## src/rtl/seq_detect_pkg.sv

```systemverilog
`default_nettype none
// +----------------------------------------------------------------------------+
// | Package     : seq_detect_pkg                                               |
// | Description : Shared types and helpers for the parametrised serial         |
// |               pattern detector: FSM state encoding and the legality        |
// |               check applied to a requested pattern length.                 |
// | Revision    : 1.0 - initial release                                        |
// +----------------------------------------------------------------------------+
package seq_detect_pkg;

   // IDLE: no valid configuration, input ignored. RUN: detecting.
   typedef enum logic [0:0] {
      ST_IDLE = 1'b0,
      ST_RUN  = 1'b1
   } state_t;

   // A pattern length is usable when it selects at least one bit and
   // no more bits than the history window provides.
   function automatic logic len_is_legal(input int unsigned len,
                                         input int unsigned max_len);
      return (len >= 32'd1) && (len <= max_len);
   endfunction

endpackage : seq_detect_pkg
`default_nettype wire

```

## src/rtl/seq_detect_param.sv

```systemverilog
`default_nettype none
// +----------------------------------------------------------------------------+
// | Module      : seq_detect_param                                             |
// | Description : Serial pattern detector with a runtime-programmable pattern  |
// |               of 1..PAT_W bits, overlapping / non-overlapping matching,    |
// |               qualified input, saturating match counter and a small        |
// |               configuration state machine.                                 |
// |                                                                            |
// | Ports       : clk, reset (async, active-high)                              |
// |               din, din_valid      - serial bit and its qualifier           |
// |               cfg_load            - latches pattern / pat_len / overlap    |
// |               pattern, pat_len    - target (MSB of active part first)      |
// |               overlap             - 1: overlapping matches allowed         |
// |               clr_cnt             - synchronous clear of match_cnt         |
// |               dout                - registered 1-clk match pulse           |
// |               led                 - masked pattern while dout is high      |
// |               match_cnt           - saturating match count                 |
// |               armed               - high in RUN                            |
// |               cfg_err             - sticky illegal-length flag             |
// | Revision    : 1.0 - initial release                                        |
// +----------------------------------------------------------------------------+
module seq_detect_param
   import seq_detect_pkg::*;
#(
   parameter  int PAT_W = 8,
   parameter  int CNT_W = 8,
   localparam int LEN_W = $clog2(PAT_W) + 1
) (
   input  logic             clk,
   input  logic             reset,
   input  logic             din,
   input  logic             din_valid,
   input  logic             cfg_load,
   input  logic [PAT_W-1:0] pattern,
   input  logic [LEN_W-1:0] pat_len,
   input  logic             overlap,
   input  logic             clr_cnt,
   output logic             dout,
   output logic [PAT_W-1:0] led,
   output logic [CNT_W-1:0] match_cnt,
   output logic             armed,
   output logic             cfg_err
);

   localparam logic [CNT_W-1:0] c_cnt_max = {CNT_W{1'b1}};

   state_t            r_state;
   logic [PAT_W-1:0]  r_pat;
   logic [LEN_W-1:0]  r_len;
   logic              r_ovl;
   // Only PAT_W-1 past bits are stored: together with the incoming bit
   // they form the full PAT_W-bit comparison window.
   logic [PAT_W-2:0]  r_hist;
   logic [LEN_W-1:0]  r_fill;
   logic              r_dout;
   logic [PAT_W-1:0]  r_led;
   logic [CNT_W-1:0]  r_cnt;
   logic              r_err;

   logic [PAT_W-1:0]  w_mask;
   logic [PAT_W-1:0]  w_window;
   logic              w_cfg_ok;
   logic              w_consume;
   logic              w_fill_ok;
   logic              w_match;

   // Compare / mask logic. The window is the history with the current bit
   // appended at the LSB, so pattern[0] lines up with the newest bit.
   always_comb begin
      w_mask = '0;
      for (int i = 0; i < PAT_W; i++) begin
         w_mask[i] = (LEN_W'(i) < r_len);
      end
      w_window  = {r_hist, din};
      w_cfg_ok  = len_is_legal(32'(pat_len), PAT_W);
      // A cfg_load in RUN drops any bit offered in the same cycle.
      w_consume = din_valid & (r_state == ST_RUN) & ~cfg_load;
      // Enough bits seen once this one is counted; fill gates out stale history.
      w_fill_ok = (({1'b0, r_fill} + (LEN_W+1)'(1)) >= {1'b0, r_len});
      w_match   = w_consume & w_fill_ok &
                  (((w_window ^ r_pat) & w_mask) == '0);
   end

   always_ff @(posedge clk or posedge reset) begin
      if (reset) begin
         r_state <= ST_IDLE;
         r_pat   <= '0;
         r_len   <= '0;
         r_ovl   <= 1'b0;
         r_hist  <= '0;
         r_fill  <= '0;
         r_dout  <= 1'b0;
         r_led   <= '0;
         r_cnt   <= '0;
         r_err   <= 1'b0;
      end else begin
         r_dout <= w_match;
         r_led  <= w_match ? (r_pat & w_mask) : '0;

         // Clear has priority over a coincident match.
         if (clr_cnt) begin
            r_cnt <= '0;
         end else if (w_match && (r_cnt != c_cnt_max)) begin
            r_cnt <= r_cnt + CNT_W'(1);
         end

         case (r_state)
            ST_IDLE: begin
               if (cfg_load) begin
                  if (w_cfg_ok) begin
                     r_pat   <= pattern;
                     r_len   <= pat_len;
                     r_ovl   <= overlap;
                     r_hist  <= '0;
                     r_fill  <= '0;
                     r_state <= ST_RUN;
                  end else begin
                     r_err   <= 1'b1;
                  end
               end
            end

            ST_RUN: begin
               if (cfg_load) begin
                  if (w_cfg_ok) begin
                     r_pat   <= pattern;
                     r_len   <= pat_len;
                     r_ovl   <= overlap;
                     r_hist  <= '0;
                     r_fill  <= '0;
                  end else begin
                     r_err   <= 1'b1;
                     r_state <= ST_IDLE;
                  end
               end else if (w_consume) begin
                  r_hist <= w_window[PAT_W-2:0];
                  if (w_match && !r_ovl) begin
                     // Non-overlapping: restart the count, old history is
                     // masked out by fill until enough new bits arrive.
                     r_fill <= '0;
                  end else if (r_fill < r_len) begin
                     r_fill <= r_fill + LEN_W'(1);
                  end
               end
            end

            default: r_state <= ST_IDLE;
         endcase
      end
   end

   assign dout      = r_dout;
   assign led       = r_led;
   assign match_cnt = r_cnt;
   assign armed     = (r_state == ST_RUN);
   assign cfg_err   = r_err;

endmodule : seq_detect_param
`default_nettype wire
```

## config.mk

```make
export PLATFORM = sky130hd
export DESIGN_NAME = seq_detect_param
export DESIGN_NICKNAME = d
export VERILOG_FILES = /design/src/rtl/seq_detect_pkg.sv /design/src/rtl/seq_detect_param.sv
export SDC_FILE = /design/constraint.sdc
export NUM_CORES = 1
export LEC_CHECK = 0
export BUFFER_PORTS_ARGS = -buffer_cell sky130_fd_sc_hd__buf_2
export CAP_MARGIN = 5
export CORE_MARGIN = 2
export CORE_UTILIZATION = 50
export DETAILED_ROUTE_END_ITERATION = 6
export PLACE_DENSITY = 0.72
export SLEW_MARGIN = 10
export SYNTH_ARGS = -nofsm -noshare
export SYNTH_HDL_FRONTEND = slang
export SYNTH_SLANG_ARGS = --single-unit
```

## constraint.sdc

```tcl
create_clock -name clk -period 3.1 [get_ports clk]
set_input_delay 0.31 -clock clk [delete_from_list [all_inputs] [get_ports clk]]
set_output_delay 0.31 -clock clk [all_outputs]
set_load 0.01 [all_outputs]
```

* Word-level counts from Yosys, hierarchy flattened
Cells that the tools add are included.
** Word-level totals
- Register bits :: 43
- Bits of input ports :: 19
- Output and inout bits :: 19
- Word-level logic and storage cells :: 76
** Operators by class
- Add/subtract/negate cells :: 3
- $lt $le $gt $ge :: 12
- Eq/ne operators :: 4
- Mux-type cells :: 27
- Bitwise operators :: 10
- Reductions and logical operators :: 10
** Operators with widths (count)
- 2-to-1 mux 8 bit :: 5
- 2-to-1 mux 4 bit :: 8
- 2-to-1 mux 7 bit :: 4
- AND 8 bit :: 2
- < comparator 3 x 4 -> 1 bit, first input constant :: 4
- one-hot mux 7 bit (2 select lines) :: 1
- adder 8 x 1 -> 8 bit, second input constant :: 1
- logical NOT 8 bit :: 1
- < comparator 1 x 4 -> 1 bit, first input constant :: 2
- < comparator 2 x 4 -> 1 bit, first input constant :: 2
- != test 8 bit, second input constant :: 1
- one-hot mux 4 bit (2 select lines) :: 1
- XOR 8 bit :: 1
- 2-to-1 mux 1 bit :: 7
- AND reduction 2 bit :: 3
- adder 4 x 1 -> 5 bit, second input constant :: 1
- greater-or-equal comparator 5 x 4 -> 1 bit :: 1
- adder 4 x 1 -> 4 bit, second input constant :: 1
- AND 1 bit :: 4
- greater-or-equal comparator 4 x 1 -> 1 bit, second input constant :: 1
- <= comparator 4 bit, second input constant :: 1
- < comparator 4 bit :: 1
- != test 4 x 2 -> 1 bit, second input constant :: 1
- logical AND 1 bit :: 3
- 7 further kinds :: 9

* Depth between registers and ports, before layout
Gate-level depths: netlist of run 1.
- Depth after elaboration :: 9
- Mapped depth :: 8
- Mapped depth without buffers :: 7

* Worst setup path before layout of run 1
Ideal clock, no wire load.
- Path kind :: reg2reg
- From :: register r_fill[0]
- To :: register r_cnt[2], in the netlist match_cnt[2]
- Library setup time :: 125 ps
- Arrival time :: 2157 ps
- Data required time :: 2975 ps
- Path slack :: 818 ps
- Stages on the path, launching flop included :: 9
- Path buffers :: 1
- Period minus slack after synthesis :: 2282 ps
- Cells stage by stage :: dfrtp_1 -> ha_1 -> xor2_1 -> ha_1 -> o21ai_0 -> o21a_1 -> clkbuf_1 -> nor4_1 -> mux2_2
** On the way
- Cells in the longest elaborated chain, start to end :: 6
** Ends and longest elaborated chain
- from (decl) :: line seq_detect_param.sv:54 : logic [LEN_W-1:0] r_fill;
- from (signal assigned) :: line seq_detect_param.sv:142 : r_fill <= r_fill + LEN_W'(1);
- adder 4 x 1 -> 5 bit :: line seq_detect_param.sv:79 : w_fill_ok = (({1'b0, r_fill} + (LEN_W+1)'(1)) >= {1'b0, r_len});
- greater-or-equal comparator 5 x 4 -> 1 bit :: line seq_detect_param.sv:79
- AND 1 bit (2 in a row) :: line seq_detect_param.sv:80 : w_match = w_consume & w_fill_ok &
- logical AND 1 bit :: line seq_detect_param.sv:103 : end else if (w_match && (r_cnt != c_cnt_max)) begin
- nonzero test 2 bit (no source line)
- to (signal assigned) :: line seq_detect_param.sv:104 : r_cnt <= r_cnt + CNT_W'(1);
- to (decl) :: line seq_detect_param.sv:57 : logic [CNT_W-1:0] r_cnt;
No other way between the ends.
A chain may end at the register's enable or synchronous reset.

* Worst setup path after layout of run 1
- From :: register r_fill[0]
- To :: register r_cnt[6], in the netlist match_cnt[6]
Same word-level chain as after synthesis.

==> metrics.yaml, run 1 <==
cells_and_area:
  utilization: 0.597
  finish.net_count: 286
  post_layout_nonfiller_instances: 310
  area_growth_pct: 15.0
  mostFrequentLayoutCell: "dfrtp_1"
  drive_above_1_share: 0.287
  num_antenna_cells: 0
  most-common-layout-cells: "dfrtp_1 (43), buf_2 (37), nand2_1 (23), mux2_2 (17), o21ai_0 (15)"
worst_setup_path:
  worst-endpoint-arrival_ns: 2.56
  critical_path.reg2reg.startpoint: "r_fill[0]"
  worstPathMaxFanout: 10
  setup.worst_path.end_class: "register"
  worstSetupStartpointType: "register"
  reg2reg_depth: 7
  critPathLaunch: "r_fill[0]"
  timing.setup.critical_path_class: "register to register"
  rrSetupSlack_ns: 0.73
  crit_path_end: "match_cnt[6]"
  required_ns: 3.29
  worst_r2r_endpoint: "match_cnt[6]"
clock_network:
  insertion_delay_ns: 0.30
  clk_root_buffer_cell: "clkbuf_8"
  cts_resized: 0
  htree_num_levels: 2
  postCtsHoldBufs: 0
  tritoncts.num_buffers: 5
  cts_tree: "yes"
  cts_buffer_depth: 2
  post_cts.repair.setup_buffers: 0
  worst_setup_hold_path_clk_slew_ns: 0.09
  cts.sink_count: 43
grt:
  grt_util_all_layers: 0.215
  most_utilized_layer_in_the_global_route_result: "met2"
  use_met1: 0.284
  antenna_violations_before_repair: 0
  grt_first_pass_wirelength_um: 8560
  global_route.usage.met3: 0.0534
  groute.layer.met2.usage: 0.352
  largest_net_degree_at_the_start_of_global_routing: 24
  grt_overflow: 0
  first_global_vias: 1807
timing:
  rsz_0062_raised_after_global_routing: "no"
  max-slew-margin-rel: 0.444
  setup_violations: 0
  timing.final.hold_violations: 0
  maxSlewViolCount: 0
  fin_crit_ns: 2.37
  final_min_period_over_clock_period: 0.764
  fmax_ghz: 0.422
  tightestPinTransition_ns: 0.832
  whs_ns: 0.157
  clock_skew_ns: 0.0104
  totalNegativeSetupSlack_ns: 0
yosys:
  synthesis.yosys.warnings: 0
  yosys_most_used_dff: "dfrtp_1"
  async_flop_share: 1.00
  synth-simple-area-share: 0.207
  synthesis.area_per_instance_um2: 10.5
  yosysTopAreaCellShare: 0.473
  synth_cell_type_count: 44
  synth_compound_area_frac: 0.112
  post_synth_mux_area_share: 0.0934
  yosys.area_share.xor_xnor: 0.0385
  synth_edf_count: 0
  synth_top_cells_by_area: "dfrtp_1 (47%), mux2_2 (8.4%), ha_1 (5.5%)"
  largest_area_contributor_in_the_synthesized_netlist: "dfrtp_1"
  synth_fa_ha_area_frac: 0.0549
  synth_nets: 245
  syn_inst: 216
  synthesized_flop_and_latch_total: 43
  synth.yosys.seq_area_share: 0.473
  synthesis.area_mm2: 0.00228
  synth_top_family_by_area: "simple AND/OR/NAND/NOR gates"
placed_design:
  post-dp-hpwl_um: 3490
  post-place-cells: 302
  portBuffers: 37
  gp_congestion: 0.862
detailed_routing:
  drt_first_pass_iters: 4
  num_vias: 1756
  drt-initial-drc-count: 83
  avgRoutedWirePerCell_um: 15.4
  route.antenna.remaining_nets: 0
  wirelength_um: 4780
  drcViolationCount: 0
  routed_via_density: 5.66
floorplan:
  floorplan.initialDensity: 0.519
  die-width_um: 71.5
  row_cnt: 24
  design.die.area_mm2: 0.00511
  chipHeight_um: 71.5
  core_area_mm2: 0.00438
  floorplan.io_pins: 38
power:
  max-vdd-ir-drop_mv: 0.254
  power.density_cell_area_mw_per_mm2: 477
  totalPowerFinal_mw: 1.25
  p_leak_nw: 1.28
flow_run:
  drv_cap: 0
run_status:
  status: "finished, final reports clean"
hold_path:
  hold_class: "input port to async pin"
-- cells by family (layout without fill, tap and decap cells) --
logic type	Yosys count	count (layout)
mux	19	19
fa+ha+maj	10	10
xor+xnor	10	10
compound gates	39	39
buf+inv	13	55
flops	43	43
simple gates	82	82
-- worst min-delay path by stage --
stage / cells after the start / start / end / slack, ns
6_report: 2 / reset / dout / 0.16
5_1_grt: 2 / reset / dout / 0.22
4_1_cts: 2 / reset / dout / 0.18
3_5_place_dp: 1 / cfg_err / cfg_err / 0.46
3_3_place_gp: 1 / cfg_err / cfg_err / 0.45
2_1_floorplan: 2 / din / r_hist[0] / 0.43
-- synth_stat cells, types with 2 or more instances --
library cell and count:
nand2b_1 7, xnor2_1 2, and3_1 8, mux2_2 17
nor2_2 2, a22oi_1 2, xor2_1 8, nand4_1 2
ha_1 10, o211ai_1 2, o21ai_0 15, nor4_1 6
nor2_1 8, nor2b_1 7, inv_1 7, clkbuf_1 5
nand3_1 8, a31oi_1 2, dfrtp_1 43, a21oi_1 9
nand2_1 23
-- power breakdown --
part	internal [mW]	leakage [nW]	switching (mW)
Sequential	0.596	0.565	0.0418
Combinational	0.0978	0.678	0.148
Clock	0.161	0.0408	0.204
Total	0.855	1.28	0.393
-- cell type report --
class,instances,area (um2)
clock buffers,5,68.8
clock inverters,3,23.8
fillers,375,1770
inverters,7,26.3
multi-input cells,160,1150
flip-flops and latches,43,1080
well taps,52,65.1
repair buffers,40,208
-- flip-flops by register name (all words and copies together) (netlist names), named ones only --
name	count
r_len	4
cfg_err	1
match_cnt	8
dout	1
led	8
r_pat	8
r_ovl	1
r_fill	4
r_hist	7
-- through the flow --
stage	instance area (um2)	setup WS, ns
floorplan	2280	0.818
global placement	2530	0.765
detailed placement	2530	0.726
CTS	2620	0.714
global route	2620	0.563
finish	2620	0.731
-- worst max-delay path: stages, from the launching register on --
cell and delay [ns]:
dfrtp_1 0.42, ha_1 0.27, xor2_1 0.16, ha_1 0.28, o21ai_0 0.07, o21a_1 0.34
nor4_1 0.37, mux2_2 0.37
-- routing by layer --
layer  vias up  wire [um]
met1       855       2140
met5         -          0
met3         5        228
met4         0         38
li1        852          -
met2        44       2380
Power figures use the tool's default switching activity.
==> run 2: changes to the inputs <==
==> constraint.sdc (replaced) <==
create_clock -name clk -period 2.3 [get_ports clk]
set_input_delay 0.23 -clock clk [delete_from_list [all_inputs] [get_ports clk]]
set_output_delay 0.23 -clock clk [all_outputs]
set_load 0.01 [all_outputs]
==> run 2 against run 1 <==
Net effect: clock power increased by 26%; clock-buffer cell count is 1 higher; clock skew down 0.0074 ns; non-clock buffer count increased by 10; first-iteration DRC count increased by 59%; wire length is 5.9% lower; via count is 0.80% higher; critical endpoint unchanged; largest cell class unchanged; highest routed layer unchanged.
==> metrics.yaml, run 2 (synthesized netlist as in run 1, its figures left out) <==
clock_network:
  cts.sink_count: 43  # unchanged
  worst_setup_hold_path_clk_slew_ns: 0.08  # was 0.09 ns
  insertion_delay_ns: 0.29  # was 0.30 ns
  tritoncts.num_buffers: 5  # unchanged
  clk_root_buffer_cell: "clkbuf_8"  # unchanged
  htree_num_levels: 2  # unchanged
  cts_tree: "yes"  # unchanged
  cts_buffer_depth: 2  # unchanged
worst_setup_path:
  timing.setup.critical_path_class: "register to register"  # unchanged
  worst_path_max_delay_cell: "dfrtp_1"  # unchanged
  timing.critical_path.mode_cell: "ha_1"  # unchanged
  critical_path.reg2reg.startpoint: "r_fill[1]"  # was r_fill[0]
  critPathLaunch: "r_fill[1]"  # was r_fill[0]
  worst_r2r_endpoint: "match_cnt[6]"  # unchanged
  worstPathCellList: "ha_1 > xor2_1 > ha_1 > o21ai_1 > o21a_2 > nor4_1 > mux2_2"  # was ha_1 > xor2_1 > ha_1 > o21ai_0 > o21a_1 > nor4_1 > mux2_2
  worst-endpoint-arrival_ns: 2.40  # was 2.56 ns
  critPathMaxStageDelay_ns: 0.41  # was 0.42 ns
  required_ns: 2.49  # was 3.29 ns
  reg2reg_depth: 7  # unchanged
  setup.worst_path.end_class: "register"  # unchanged
  rrSetupSlack_ns: 0.09  # was 0.73 ns
  crit_path_end: "match_cnt[6]"  # unchanged
  worstSetupStartpointType: "register"  # unchanged
  worstPathMaxFanout: 5  # was 10
grt:
  first_global_vias: 1615  # was 1807
  grt_first_pass_wirelength_um: 7620  # was 8560 um
  largest_net_degree_at_the_start_of_global_routing: 20  # was 24
  antenna_violations_before_repair: 0  # unchanged
  grt_util_all_layers: 0.191  # was 0.215
  grt_overflow: 0  # unchanged
detailed_routing:
  drt-initial-drc-count: 132  # was 83
  met3WireLength_um: 208  # was 228 um
  avgRoutedWirePerCell_um: 14.0  # was 15.4 um
  drcViolationCount: 0  # unchanged
  met2_routed_length_um: 1980  # was 2380 um
  wirelength_um: 4500  # was 4780 um
  routed_via_density: 5.51  # was 5.66
  num_vias: 1770  # was 1756
  route.antenna.remaining_nets: 0  # unchanged
  route.layer.met1.wl_um: 2170  # was 2140 um
  maxUsedRoutingLayer: "met4"  # unchanged
  drt_first_pass_iters: 4  # unchanged
cells_and_area:
  drive_above_1_share: 0.320  # was 0.287
  most-common-layout-cells: "dfrtp_1 (43), buf_2 (37), nand2_1 (23), mux2_2 (17), o21ai_0 (14)"  # was dfrtp_1 (43), buf_2 (37), nand2_1 (23), mux2_2 (17), o21ai_0 (15)
  area_growth_pct: 18.8  # was 15.0%
  fillers: 382  # was 375
  finish.net_count: 297  # was 286
  mostFrequentLayoutCell: "dfrtp_1"  # unchanged
  num_antenna_cells: 0  # unchanged
timing:
  whs_ns: 0.0224  # was 0.157 ns
  setup_violations: 0  # unchanged
  timing.final.hold_violations: 0  # unchanged
  rsz_0062_raised_after_global_routing: "yes"  # was no
  tightestPinTransition_ns: 0.677  # was 0.832 ns
  maxSlewViolCount: 0  # unchanged
  max-slew-margin-rel: 0.548  # was 0.444
  fmax_ghz: 0.452  # was 0.422 GHz
  final_critical_path_setup_slack_ns: 0.0858  # was 0.731 ns
  fin_crit_ns: 2.21  # was 2.37 ns
  final_min_period_over_clock_period: 0.963  # was 0.764
  clock_skew_ns: 0.00296  # was 0.0104 ns
power:
  p_leak_nw: 1.34  # was 1.28 nW
  power.density_cell_area_mw_per_mm2: 627  # was 477 mW/mm2
  totalPowerFinal_mw: 1.70  # was 1.25 mW
  max-vdd-ir-drop_mv: 0.422  # was 0.254 mV
floorplan:
  design.die.area_mm2: 0.00511  # unchanged
  core_area_mm2: 0.00438  # unchanged
  die-width_um: 71.5  # unchanged
  floorplan.initialDensity: 0.519  # unchanged
  row_cnt: 24  # unchanged
  floorplan.io_pins: 38  # unchanged
  chipHeight_um: 71.5  # unchanged
run_status:
  status: "finished, final reports clean"  # unchanged
placed_design:
  post-dp-hpwl_um: 3270  # was 3490 um
  place_ws_ns: 0.0572  # was 0.726 ns
  portBuffers: 37  # unchanged
  gp_congestion: 0.889  # was 0.862
hold_path:
  hold_class: "input port to async pin"  # unchanged
flow_run:
  drv_cap: 0  # unchanged
## run 2: repair_timing
action,CTS,global route
hold buffers,0,0
resized for setup,1,3
pin swaps,0,1
endpoints found under the setup margin,8,11
gates cloned,0,1
setup buffers,0,3
## run 2: power breakdown
part	internal (mW)	leakage [nW]	switching [mW]
clock network	0.212	0.0412	0.249
logic	0.162	0.735	0.221
registers	0.804	0.565	0.0497
## run 2: area by class of cell
class,count,area [um2],share of cell area
clock buffer,6,72.6,0.0268
multi-input combinational,161,1170,0.433
timing repair buffer,50,283,0.104
inverter,7,26.3,0.00971
tap,52,65.1,0.0240
sequential,43,1080,0.398
clock inverter,2,12.5,0.00462
## run 2: critical path, delay by kind of cell (launching register included)
family	cells	cell delay, ns
xor+xnor	1	0.15
mux	1	0.37
fa+ha+maj	2	0.48
simple gates	1	0.31
compound gates	2	0.38
flops	1	0.41
## run 2: metrics by stage
step | cell area [um2] | utilization | instances | setup TNS [ns]
2_1_floorplan | 2280 | - | 216 | 0
3_3_place_gp | 2580 | 0.588 | 309 | 0
6_report | 2710 | 0.617 | 321 | 0
3_5_place_dp | 2580 | 0.588 | 309 | 0
4_1_cts | 2670 | 0.608 | 317 | 0
5_1_grt | 2710 | 0.617 | 321 | -0.0557
## run 2: routing by layer
layer / track usage / up-vias
met1: 0.264 / 836
li1: - / 877
met5: 0 / -
met4: 0.0901 / 0
met2: 0.284 / 46
met3: 0.0478 / 11
## run 2: worst min path at each step
| stage | startpoint | to | slack [ns] |
|---|---|---|---|
| 4_1_cts | reset | dout | 0.04 |
| 3_3_place_gp | reset | led[0] | 0.37 |
| 2_1_floorplan | din | r_hist[0] | 0.35 |
| 3_5_place_dp | reset | dout | 0.37 |
| 5_1_grt | reset | dout | 0.08 |
| 6_report | reset | dout | 0.02 |
==> run 3: changes to the inputs <==
--- a/config.mk
+++ b/config.mk
@@ -7,10 +7,12 @@
 export LEC_CHECK = 0
 export BUFFER_PORTS_ARGS = -buffer_cell sky130_fd_sc_hd__buf_2
 export CAP_MARGIN = 5
+export CORE_ASPECT_RATIO = 0.6
 export CORE_MARGIN = 2
-export CORE_UTILIZATION = 50
+export CORE_UTILIZATION = 56
 export DETAILED_ROUTE_END_ITERATION = 6
-export PLACE_DENSITY = 0.72
+export PLACE_DENSITY = 0.79
+export REMOVE_ABC_BUFFERS = 1
 export SLEW_MARGIN = 10
 export SYNTH_ARGS = -nofsm -noshare
 export SYNTH_HDL_FRONTEND = slang
==> run 3 against run 2 <==
Net effect: via count is 0.28% higher; worst setup slack worse by 0.021 ns; hold slack better by 0.044 ns; register-to-register slack worse by 0.02 ns; core utilization is 8.9 points higher; clock skew is 0.0044 ns higher; cell count is 3.7% lower; clock power is 22% higher; non-clock buffer count is 5 lower; first-iteration DRC count is 8.3% higher; die area is 9.8% lower.
==> metrics.yaml, run 3 (synthesized netlist as in run 1, its figures left out) <==
floorplan:
  die-width_um: 86.3  # was 71.5 um
  design.die.area_mm2: 0.00461  # was 0.00511 mm2
  floorplan.io_pins: 38  # unchanged
  core_area_mm2: 0.00379  # was 0.00438 mm2
  floorplan.initialDensity: 0.601  # was 0.519
  chipHeight_um: 53.4  # was 71.5 um
  row_cnt: 17  # was 24
worst_setup_path:
  worst-endpoint-arrival_ns: 2.42  # was 2.40 ns
  required_ns: 2.48  # was 2.49 ns
  worst_r2r_endpoint: "match_cnt[0]"  # was match_cnt[6]
  critical_path.reg2reg.startpoint: "r_fill[1]"  # unchanged
  reg2reg_depth: 7  # unchanged
  setup.worst_path.end_class: "register"  # unchanged
  timing.setup.critical_path_class: "register to register"  # unchanged
  rrSetupSlack_ns: 0.06  # was 0.09 ns
  worstSetupStartpointType: "register"  # unchanged
  worstPathMaxFanout: 10  # was 5
power:
  p_int_mw: 1.27  # was 1.18 mW
  p_leak_nw: 1.32  # was 1.34 nW
  netSwitchingPower_mw: 0.511  # was 0.519 mW
  max-vdd-ir-drop_mv: 0.470  # was 0.422 mV
  totalPowerFinal_mw: 1.78  # was 1.70 mW
  sequentialPowerShare: 0.482  # was 0.503
  power.switching_fraction: 0.287  # was 0.306
  power.share.clock: 0.316  # was 0.271
  p_comb_frac: 0.202  # was 0.225
  power.density_cell_area_mw_per_mm2: 666  # was 627 mW/mm2
placed_design:
  gp_congestion: 0.887  # was 0.889
  detailed_place.area_mm2: 0.00256  # was 0.00258 mm2
  portBuffers: 37  # unchanged
  place_ws_ns: 0.0197  # was 0.0572 ns
  post-dp-hpwl_um: 3520  # was 3270 um
timing:
  max-slew-margin-rel: 0.642  # was 0.548
  final_critical_path_setup_slack_ns: 0.0644  # was 0.0858 ns
  timing.final.hold_violations: 0  # unchanged
  fmax_ghz: 0.447  # was 0.452 GHz
  setup_violations: 0  # unchanged
  tightestPinTransition_ns: 0.537  # was 0.677 ns
  fin_crit_ns: 2.24  # was 2.21 ns
  clock_skew_ns: 0.00738  # was 0.00296 ns
  final_min_period_over_clock_period: 0.972  # was 0.963
  maxSlewViolCount: 0  # unchanged
  whs_ns: 0.0663  # was 0.0224 ns
  rsz_0062_raised_after_global_routing: "yes"  # unchanged
flow_run:
  drv_cap: 0  # unchanged
grt:
  antenna_violations_before_repair: 0  # unchanged
  grt_util_all_layers: 0.239  # was 0.191
  largest_net_degree_at_the_start_of_global_routing: 44  # was 20
  grt_first_pass_wirelength_um: 8220  # was 7620 um
  grt_overflow: 0  # unchanged
  first_global_vias: 1638  # was 1615
cells_and_area:
  mostFrequentLayoutCell: "dfrtp_1"  # unchanged
  design_area_mm2: 0.00268  # was 0.00271 mm2
  num_antenna_cells: 0  # unchanged
  most-common-layout-cells: "dfrtp_1 (43), buf_2 (37), nand2_1 (23), mux2_2 (17), o21ai_0 (15)"  # was dfrtp_1 (43), buf_2 (37), nand2_1 (23), mux2_2 (17), o21ai_0 (14)
  drive_above_1_share: 0.313  # was 0.320
  area_growth_pct: 17.5  # was 18.8%
  finish.net_count: 291  # was 297
clock_network:
  tritoncts.num_buffers: 5  # unchanged
  worst_setup_hold_path_clk_slew_ns: 0.08  # about the same
  cts_resized: 0  # was 1
  post_cts.repair.setup_buffers: 0  # unchanged
  postCtsHoldBufs: 0  # unchanged
  clk_root_buffer_cell: "clkbuf_8"  # unchanged
  htree_num_levels: 2  # unchanged
  cts_buffer_depth: 2  # unchanged
  insertion_delay_ns: 0.29  # about the same
  cts.sink_count: 43  # unchanged
  cts_tree: "yes"  # unchanged
detailed_routing:
  route.antenna.remaining_nets: 0  # unchanged
  num_vias: 1775  # was 1770
  drt-initial-drc-count: 143  # was 132
  routed_via_density: 5.74  # was 5.51
  wirelength_um: 4950  # was 4500 um
  drcViolationCount: 0  # unchanged
  avgRoutedWirePerCell_um: 16.0  # was 14.0 um
  drt_first_pass_iters: 4  # unchanged
run_status:
  status: "finished, final reports clean"  # unchanged
hold_path:
  hold_class: "input port to async pin"  # unchanged
## run 3: worst max path at each step
stage,startpoint,endpoint,slack (ns),cells past startpoint
global placement,r_fill[0],match_cnt[5],0.08,8
finish,r_fill[1],match_cnt[0],0.06,7
detailed placement,r_fill[1],match_cnt[0],0.02,7
CTS,r_fill[1],match_cnt[5],0.005,7
floorplan,r_fill[0],match_cnt[2],0.11,7
global route,r_len[3],match_cnt[4],-0.008,5
## run 3: layer usage
metal  track usage  wire [um]
met2         0.332       2130
met3        0.0515        175
met4        0.0625         48
met1         0.373       2590
met5             0          0
## run 3: final cells by class
| cell class | count | area [um2] |
|---|---|---|
| flip-flops and latches | 43 | 1080 |
| repair buffers | 45 | 245 |
| fillers | 306 | 1110 |
| well taps | 47 | 58.8 |
| clock buffers | 6 | 72.6 |
| clock inverters | 1 | 30.0 |
| inverters | 7 | 26.3 |
| multi-input cells | 160 | 1170 |
## run 3: stage by stage
| step | util | cells | TNS (ns) |
|---|---|---|---|
| after floorplan | - | 210 | 0 |
| after global placement | 0.675 | 302 | 0 |
| after detailed placement | 0.675 | 302 | 0 |
| after CTS | 0.703 | 309 | 0 |
| after global routing | 0.707 | 309 | -0.0152 |
| final | 0.707 | 309 | 0 |
## run 3: power groups by stage
| stage | sequential (mW) | clock [mW] | combinational (mW) |
|---|---|---|---|
| after CTS | 0.858 | 0.578 | 0.349 |
| after global placement | 0.870 | 0 | 0.339 |
| after global routing | 0.866 | 0.612 | 0.398 |
| final | 0.860 | 0.563 | 0.359 |
| after floorplan | 0.858 | 0 | 0.245 |
| after detailed placement | 0.874 | 0 | 0.345 |
## run 3: worst max-delay path, stage by stage, from the launching register on
cell and delay, ns:
dfrtp_1 0.43, ha_1 0.23, xor2_1 0.15, ha_1 0.26
o21ai_0 0.06, o21a_2 0.29, nor4b_4 0.34, mux2_1 0.36
